File: src/rtl/quantize_block_pkg.sv
// Shared quantizer definitions: fixed-point constants, zigzag scan, FSM encodings.
// Pure declarations, no logic.
// Imported by the interface, the coefficient datapath and the top level.
package quantize_block_pkg;

  localparam int BIT_WIDTH  = 16;
  localparam int BLOCK_SIZE = 4;
  localparam int NCOEF      = BLOCK_SIZE * BLOCK_SIZE;
  localparam int QFIX       = 17;
  localparam int MAX_LEVEL  = 2047;

  typedef enum logic [1:0] {
    S_IDLE  = 2'd0,
    S_RUN   = 2'd1,
    S_DRAIN = 2'd2,
    S_FIN   = 2'd3
  } state_t;

  // One quantizer parameter set (DC or AC)
  typedef struct packed {
    logic [15:0] q;
    logic [15:0] iq;
    logic [31:0] bias;
    logic [31:0] zthr;
  } qparam_t;

  // Zigzag scan: scan position n -> raster position j
  function automatic logic [3:0] zz(input logic [3:0] n);
    logic [3:0] j;
    case (n)
      4'd0:  j = 4'd0;
      4'd1:  j = 4'd1;
      4'd2:  j = 4'd4;
      4'd3:  j = 4'd8;
      4'd4:  j = 4'd5;
      4'd5:  j = 4'd2;
      4'd6:  j = 4'd3;
      4'd7:  j = 4'd6;
      4'd8:  j = 4'd9;
      4'd9:  j = 4'd12;
      4'd10: j = 4'd13;
      4'd11: j = 4'd10;
      4'd12: j = 4'd7;
      4'd13: j = 4'd11;
      4'd14: j = 4'd14;
      default: j = 4'd15;
    endcase
    return j;
  endfunction

endpackage

File: src/rtl/quantize_block_if.sv
// Request/result bundle between the transform stage and the quantizer.
// Wires only, no latency.
// start is a one-cycle request; done is a one-cycle completion pulse.
interface quantize_block_if;
  import quantize_block_pkg::*;

  logic                         start;
  logic [NCOEF*BIT_WIDTH-1:0]   in;
  logic [15:0]                  q_dc, q_ac, iq_dc, iq_ac;
  logic [31:0]                  bias_dc, bias_ac, zthr_dc, zthr_ac;
  logic [NCOEF*16-1:0]          sharpen;
  logic [NCOEF*BIT_WIDTH-1:0]   levels;
  logic [NCOEF*BIT_WIDTH-1:0]   dq;
  logic                         nz;
  logic                         busy;
  logic                         done;

  modport master (
    output start, in, q_dc, q_ac, iq_dc, iq_ac, bias_dc, bias_ac, zthr_dc, zthr_ac, sharpen,
    input  levels, dq, nz, busy, done
  );

  modport slave (
    input  start, in, q_dc, q_ac, iq_dc, iq_ac, bias_dc, bias_ac, zthr_dc, zthr_ac, sharpen,
    output levels, dq, nz, busy, done
  );

endinterface

File: src/rtl/quantize_block_coeff.sv
// Single-coefficient quantizer: abs/sharpen/multiply, then bias/shift/clamp/sign/dequant.
// Latency 2 cycles, one coefficient accepted per cycle.
// No backpressure: results retire unconditionally two cycles after issue.
module quantize_block_coeff
  import quantize_block_pkg::*;
(
  input  logic                 clk,
  input  logic                 rst_n,
  input  logic                 issue_vld,
  input  logic [3:0]           idx_n,
  input  logic [3:0]           idx_j,
  input  logic [BIT_WIDTH-1:0] coef,
  input  logic [15:0]          sharpen,
  input  qparam_t              qp,
  output logic                 ret_vld,
  output logic [3:0]           ret_n,
  output logic [3:0]           ret_j,
  output logic [BIT_WIDTH-1:0] level,
  output logic [BIT_WIDTH-1:0] dq,
  output logic                 lvl_nz
);

  logic [15:0] mag_c;
  logic [16:0] coeff_c;
  logic [32:0] prod_c;
  logic        keep_c;

  logic        s1_vld, s1_sign, s1_keep;
  logic [32:0] s1_prod;
  logic [31:0] s1_bias;
  logic [15:0] s1_q;
  logic [3:0]  s1_n, s1_j;

  logic [33:0] sum_c, sh_c;
  logic [15:0] lvl_c, level_c, dq_c;

  // Stage 1 combinational: magnitude (|-32768| fits unsigned 16), sharpen, multiply, threshold
  always_comb begin
    mag_c   = coef[BIT_WIDTH-1] ? (~coef + 16'd1) : coef;
    coeff_c = {1'b0, mag_c} + {1'b0, sharpen};
    prod_c  = {16'b0, coeff_c} * {17'b0, qp.iq};
    keep_c  = {15'b0, coeff_c} > qp.zthr;
  end

  // Stage 1 register
  always_ff @(posedge clk or negedge rst_n) begin
    if (!rst_n) begin
      s1_vld  <= 1'b0;
      s1_sign <= 1'b0;
      s1_keep <= 1'b0;
      s1_prod <= '0;
      s1_bias <= '0;
      s1_q    <= '0;
      s1_n    <= '0;
      s1_j    <= '0;
    end else begin
      s1_vld  <= issue_vld;
      s1_sign <= coef[BIT_WIDTH-1];
      s1_keep <= keep_c;
      s1_prod <= prod_c;
      s1_bias <= qp.bias;
      s1_q    <= qp.q;
      s1_n    <= idx_n;
      s1_j    <= idx_j;
    end
  end

  // Stage 2 combinational: round, shift, clamp, reapply sign, dequantize (16-bit wrap)
  always_comb begin
    sum_c = {1'b0, s1_prod} + {2'b0, s1_bias};
    sh_c  = sum_c >> QFIX;
    if (!s1_keep)
      lvl_c = '0;
    else if (sh_c > 34'(MAX_LEVEL))
      lvl_c = 16'(MAX_LEVEL);
    else
      lvl_c = sh_c[15:0];
    level_c = s1_sign ? (~lvl_c + 16'd1) : lvl_c;
    dq_c    = level_c * s1_q;
  end

  // Stage 2 register
  always_ff @(posedge clk or negedge rst_n) begin
    if (!rst_n) begin
      ret_vld <= 1'b0;
      ret_n   <= '0;
      ret_j   <= '0;
      level   <= '0;
      dq      <= '0;
      lvl_nz  <= 1'b0;
    end else begin
      ret_vld <= s1_vld;
      ret_n   <= s1_n;
      ret_j   <= s1_j;
      level   <= level_c;
      dq      <= dq_c;
      lvl_nz  <= s1_vld && (lvl_c != 16'd0);
    end
  end

endmodule

File: src/rtl/quantize_block.sv
// Quantizes a 16-coefficient block to VP8 levels (zigzag) and dequantized values (raster).
// Latency: done high in the cycle after the 18th edge following start acceptance.
// No backpressure; start is ignored while busy and re-accepted in the done cycle.
module quantize_block
  import quantize_block_pkg::*;
(
  input  logic            clk,
  input  logic            rst_n,
  quantize_block_if.slave bus
);

  state_t                     state, state_nxt;
  logic [3:0]                 n;
  logic [NCOEF*BIT_WIDTH-1:0] in_lat, levels_r, dq_r;
  logic [NCOEF*16-1:0]        sharpen_lat;
  qparam_t                    dc_lat, ac_lat;
  logic                       nz_r;

  logic                       accept;
  logic [3:0]                 j;
  logic                       ret_vld, ret_nz;
  logic [3:0]                 ret_n, ret_j;
  logic [BIT_WIDTH-1:0]       ret_level, ret_dq;

  assign accept = bus.start && (state == S_IDLE || state == S_FIN);
  assign j      = zz(n);

  // State register
  always_ff @(posedge clk or negedge rst_n) begin
    if (!rst_n) state <= S_IDLE;
    else        state <= state_nxt;
  end

  // Next-state: issue 16 coefficients, drain the pipe, pulse done
  always_comb begin
    state_nxt = state;
    case (state)
      S_IDLE:  if (bus.start) state_nxt = S_RUN;
      S_RUN:   if (n == 4'd15) state_nxt = S_DRAIN;
      S_DRAIN: if (ret_vld && ret_n == 4'd15) state_nxt = S_FIN;
      S_FIN:   state_nxt = bus.start ? S_RUN : S_IDLE;
      default: state_nxt = S_IDLE;
    endcase
  end

  // Status outputs decoded from state
  always_comb begin
    bus.busy = 1'b0;
    bus.done = 1'b0;
    case (state)
      S_RUN, S_DRAIN: bus.busy = 1'b1;
      S_FIN:          bus.done = 1'b1;
      default:        ;
    endcase
  end

  // Input latches and scan counter; the datapath only ever sees the latched copy
  always_ff @(posedge clk or negedge rst_n) begin
    if (!rst_n) begin
      n           <= '0;
      in_lat      <= '0;
      sharpen_lat <= '0;
      dc_lat      <= '0;
      ac_lat      <= '0;
    end else if (accept) begin
      n           <= '0;
      in_lat      <= bus.in;
      sharpen_lat <= bus.sharpen;
      dc_lat      <= '{q: bus.q_dc, iq: bus.iq_dc, bias: bus.bias_dc, zthr: bus.zthr_dc};
      ac_lat      <= '{q: bus.q_ac, iq: bus.iq_ac, bias: bus.bias_ac, zthr: bus.zthr_ac};
    end else if (state == S_RUN) begin
      n <= n + 4'd1;
    end
  end

  quantize_block_coeff u_coeff (
    .clk       (clk),
    .rst_n     (rst_n),
    .issue_vld (state == S_RUN),
    .idx_n     (n),
    .idx_j     (j),
    .coef      (in_lat[{j, 4'b0} +: BIT_WIDTH]),
    .sharpen   (sharpen_lat[{j, 4'b0} +: 16]),
    .qp        ((j == 4'd0) ? dc_lat : ac_lat),
    .ret_vld   (ret_vld),
    .ret_n     (ret_n),
    .ret_j     (ret_j),
    .level     (ret_level),
    .dq        (ret_dq),
    .lvl_nz    (ret_nz)
  );

  // Result registers: cleared on a new block, filled as coefficients retire
  always_ff @(posedge clk or negedge rst_n) begin
    if (!rst_n) begin
      levels_r <= '0;
      dq_r     <= '0;
      nz_r     <= 1'b0;
    end else if (accept) begin
      levels_r <= '0;
      dq_r     <= '0;
      nz_r     <= 1'b0;
    end else if (ret_vld) begin
      levels_r[{ret_n, 4'b0} +: BIT_WIDTH] <= ret_level;
      dq_r[{ret_j, 4'b0} +: BIT_WIDTH]     <= ret_dq;
      nz_r                                 <= nz_r | ret_nz;
    end
  end

  assign bus.levels = levels_r;
  assign bus.dq     = dq_r;
  assign bus.nz     = nz_r;

endmodule
File: src/flat_wrapper.sv
// flat-port wrapper written by rule: the top's interface ports become plain ports
module quantize_block_flat import quantize_block_pkg::*;
  (clk, rst_n, bus_start, bus_in, bus_q_dc, bus_q_ac, bus_iq_dc, bus_iq_ac, bus_bias_dc, bus_bias_ac, bus_zthr_dc, bus_zthr_ac, bus_sharpen, bus_levels, bus_dq, bus_nz, bus_busy, bus_done);
  quantize_block_if bus_i ();
  input  logic clk;
  input  logic rst_n;
  input wire logic [$bits(bus_i.start)-1:0] bus_start;
  input wire logic [$bits(bus_i.in)-1:0] bus_in;
  input wire logic [$bits(bus_i.q_dc)-1:0] bus_q_dc;
  input wire logic [$bits(bus_i.q_ac)-1:0] bus_q_ac;
  input wire logic [$bits(bus_i.iq_dc)-1:0] bus_iq_dc;
  input wire logic [$bits(bus_i.iq_ac)-1:0] bus_iq_ac;
  input wire logic [$bits(bus_i.bias_dc)-1:0] bus_bias_dc;
  input wire logic [$bits(bus_i.bias_ac)-1:0] bus_bias_ac;
  input wire logic [$bits(bus_i.zthr_dc)-1:0] bus_zthr_dc;
  input wire logic [$bits(bus_i.zthr_ac)-1:0] bus_zthr_ac;
  input wire logic [$bits(bus_i.sharpen)-1:0] bus_sharpen;
  output wire logic [$bits(bus_i.levels)-1:0] bus_levels;
  output wire logic [$bits(bus_i.dq)-1:0] bus_dq;
  output wire logic [$bits(bus_i.nz)-1:0] bus_nz;
  output wire logic [$bits(bus_i.busy)-1:0] bus_busy;
  output wire logic [$bits(bus_i.done)-1:0] bus_done;
  assign bus_i.start = bus_start;
  assign bus_i.in = bus_in;
  assign bus_i.q_dc = bus_q_dc;
  assign bus_i.q_ac = bus_q_ac;
  assign bus_i.iq_dc = bus_iq_dc;
  assign bus_i.iq_ac = bus_iq_ac;
  assign bus_i.bias_dc = bus_bias_dc;
  assign bus_i.bias_ac = bus_bias_ac;
  assign bus_i.zthr_dc = bus_zthr_dc;
  assign bus_i.zthr_ac = bus_zthr_ac;
  assign bus_i.sharpen = bus_sharpen;
  assign bus_levels = bus_i.levels;
  assign bus_dq = bus_i.dq;
  assign bus_nz = bus_i.nz;
  assign bus_busy = bus_i.busy;
  assign bus_done = bus_i.done;
  quantize_block u_core (.clk(clk), .rst_n(rst_n), .bus(bus_i));
endmodule
File: config.mk
export PLATFORM = sky130hd
export DESIGN_NAME = quantize_block_flat
export DESIGN_NICKNAME = d
export VERILOG_FILES = /design/src/rtl/quantize_block_pkg.sv /design/src/rtl/quantize_block_if.sv /design/src/rtl/quantize_block_coeff.sv /design/src/rtl/quantize_block.sv /design/src/flat_wrapper.sv
export SDC_FILE = /design/constraint.sdc
export NUM_CORES = 2
export LEC_CHECK = 0
export CAP_MARGIN = 20
export CORE_AREA = 3 3 469 471
export CTS_CLUSTER_DIAMETER = 150
export DETAILED_ROUTE_END_ITERATION = 12
export DIE_AREA = 0 0 472 474
export PLACE_DENSITY_LB_ADDON = 0.3
export SLEW_MARGIN = 15
export SYNTH_ARGS = -nofsm -noshare
export SYNTH_HDL_FRONTEND = slang
export SYNTH_HIERARCHICAL = 1
export SYNTH_SLANG_ARGS = --single-unit
File: constraint.sdc
create_clock -name clk -period 10.4 [get_ports clk]
set_input_delay 2.08 -clock clk [delete_from_list [all_inputs] [get_ports clk]]
set_output_delay 2.08 -clock clk [all_outputs]
set_load 0.02 [all_outputs]
==> results.toml <==
[drt]
vias = 60000
wl_um = 284000
drt-initial-drc-count = 4997
dr.pass1.iters = 6
detail-route-antenna-nets = 0
routedWlPerCell_um = 24.0
detail_route.vias_per_cell = 5.06
drc = 0

[grt]
grt_pass1_wl_um = 411000
antenna_found_initial = 23
met1_usage_pct = 30.1
gr-total-overflow = 0
grt_use_met2_pct = 42.3
grt_pass1_vias = 61200
track_usage_pct = 24.6
grt_max_degree = 231
grt.busiest_layer = "met2"
use_met3_pct = 4.86

[synth]
syn_inst = 7552
synth_seq_cells = 1357
yosysWarnings = 6
synth_area_per_cell_um2 = 9.44
ys_types = 101
seq_area_frac_synth_pct = 47.6
synth_top_flop_cell = "dfrtp_1"
async_flop_share_pct = 100
synthesis.area_um2 = 71300
synth_nets = 8785
synth_edf_count = 0

[worst_setup_path]
timing.rr.end = "u_core/u_coeff/s1_prod[31]$_DFF_PN0_"
cpMostUsedCell = "buf_4"
arrival_ns = 11.13
critical_path_class = "reg2reg"
required_ns = 11.10
path_delay_family = "adder cells"
critPathCaptureType = "flop"
cp_max_fo = 13
crit_path_max_incr_delay_ns = 0.53
r2r_cells = 52
cp-start-kind = "flop"
cp_slowest_cell = "fa_1"
path_buf_inv = 16
r2r-start = "u_core/n[1]$_DFFE_PN0P_"
ff2ff_setup_slack_ns = -0.03
startpoint = "u_core/n[1]$_DFFE_PN0P_"

[cells_and_area]
layout-drive-gt1-share_pct = 10.8
fin_nets = 10100
synthToLayoutAreaGrowth_pct = 33.5
fillers = 20700
fin_cells = 11900
final_area_um2 = 95300

[clock_tree]
clock-sinks = 1357
cts_tree = "built"
insertion_delay_ns = 0.83
clk_pin_slew_ns = 0.06
root_buffer = "clkbuf_16"
holdBufCountCts = 0
clockBufferDepth = 3
cts_made_buffers = 155
h-tree-depth = 4

[timing]
timing.final.ws_setup_ns = -0.0311
hold_viol_final = 0
max_freq_ghz = 0.0959
clock_skew_ns = 0.0535
fin_crit_sh_pct = 100
tightest_slew_ns = 1.18
max-slew-margin-rel_pct = 21.6
maxSlewViolCount = 0
setup_viol = 1
rsz0062_at_grt = "true"
tns_ns = -0.0311
period_needed_ns = 10.43

[worst_hold_path]
hold_start = "u_core/u_coeff/s1_vld$_DFF_PN0_"
hp-class = "reg2reg"
min_path_cells = 0
min_to = "u_core/u_coeff/ret_vld$_DFF_PN0_"

[place]
gp_congestion = 0.931
port_buffers = 1221
placed_area_um2 = 87900
dpl_worst_slack_ns = -0.470
dp.cells = 11500
dpl.hpwl_um = 214000

[job]
drv_cap = 0

[die]
io_pins = 1222
coreArea_um2 = 217000
die_w_um = 472
die_area_um2 = 224000
start_util_pct = 32.9
die_height_um = 474
row_count = 171

[outcome]
violations = "negative setup slack"
outcome = "finished with violations"
==> cell usage after synthesis (55+ instances only) <==
library cell,count,area (µm²)
a21oi_1,129,646
mux2i_1,340,3400
clkbuf_1,305,1140
dfrtp_1,1357,34000
buf_2,90,450
a22o_1,97,850
nand2_1,2516,9440
and2_1,151,945
mux2_2,88,991
ha_1,237,2970
nand3_1,55,275
o22ai_1,260,1630
o21ai_0,155,776
nor2_1,427,1600
inv_1,440,1650
fa_1,289,5790
xnor2_1,82,718
==> metrics by stage <==
step / hold slack (ns) / utilization (%)
3_5_place_dp: 0.412 / 40.6
3_3_place_gp: 0.413 / 40.5
2_1_floorplan: 0.331 / -
4_1_cts: 0.426 / 43.6
6_report: 0.408 / 44.0
5_1_grt: 0.434 / 44.0
==> flip-flops by register name (all words and copies together) (netlist names), 2 cells and up <==
register                flops
u_core/bus.dq             256
u_core/bus.levels         256
u_core/in_lat             256
u_core/sharpen_lat        256
u_core/ac_lat              96
u_core/dc_lat              96
u_core/u_coeff/s1_prod     33
u_core/u_coeff/s1_bias     32
u_core/u_coeff/dq          16
u_core/u_coeff/level       16
u_core/u_coeff/s1_q        16
u_core/n                    4
u_core/u_coeff/ret_j        4
u_core/u_coeff/ret_n        4
u_core/u_coeff/s1_j         4
u_core/u_coeff/s1_n         4
u_core/state                2
==> what timing repair did <==
| item | in CTS | in global routing |
|---|---|---|
| resized for setup | 121 | 124 |
| pin swaps | 90 | 113 |
| setup endpoints to repair | 11 | 15 |
| gates cloned | 5 | 2 |
| buffers inserted | 58 | 34 |
==> cell usage in the layout (no fill, tap or decap), types with 21 or more instances in the layout <==
master,netlist,routed
nand2_1,2516,2495
dfrtp_1,1357,1355
clkdlybuf4s50_1,0,1220
inv_1,440,426
nor2_1,427,416
mux2i_1,340,339
buf_4,19,332
fa_1,289,286
o22ai_1,260,249
ha_1,237,218
clkbuf_16,0,160
and2_1,151,150
o21ai_0,155,126
a21oi_1,129,116
a22o_1,97,97
mux2_2,88,87
xnor2_1,82,70
nand3_1,55,53
clkbuf_8,0,35
nor2b_1,35,34
nor3_1,39,31
clkinv_2,0,29
buf_6,11,29
and3_1,27,27
clkbuf_1,305,24
o2111a_1,32,24
o21ai_1,10,24
a21o_1,24,24
buf_12,0,21
nand2b_1,24,21
==> logic make-up (layout without fill, tap and decap cells) <==
kind of cell	Yosys count	after routing	synth area share, %
buffers and inverters	906	2343	5.14
muxes	445	445	6.43
adders and majority gates	526	526	12.3
xor gates and xnor gates	103	103	1.31
other	0	17	0
DFF	1357	1357	47.6
and+or+nand+nor	3364	3364	19.2
AOI/OAI and AO/OA	851	851	8.03
==> layout make-up <==
class                   instances  area (µm²)  area share, %
diodes                         17        42.5         0.0447
clock buffers                 217        4530           4.75
clock inverters                65         896          0.940
inverters                     441        1660           1.74
multi-input cells            5289       34700           36.5
flip-flops and latches       1357       34000           35.7
well taps                    2854        3570           3.75
repair buffers               1620       15900           16.7
==> worst max-delay path by stage <==
stage	slack [ns]	depth (start not counted)	end
5_1_grt	-0.48	53	u_core/u_coeff/s1_prod[31]$_DFF_PN0_
3_5_place_dp	-0.47	50	u_core/u_coeff/s1_prod[31]$_DFF_PN0_
3_3_place_gp	-0.45	52	u_core/u_coeff/s1_prod[31]$_DFF_PN0_
6_report	-0.03	52	u_core/u_coeff/s1_prod[31]$_DFF_PN0_
4_1_cts	-0.09	53	u_core/u_coeff/s1_prod[31]$_DFF_PN0_
2_1_floorplan	0.006	53	u_core/u_coeff/s1_prod[32]$_DFF_PN0_
==> per-layer routing <==
layer  part of all wire [%]  wire length (µm)  vias up
met2                     49            140000     2269
met4                    4.6             13200       10
met5                  0.023                64        -
met3                    6.5             18500      511
met1                     39            112000    30100
li1                       -                 -    27100
Power is left out: the tool's default activity adds up to more than one toggle a clock period on the data nets, which glitch-free logic cannot reach.
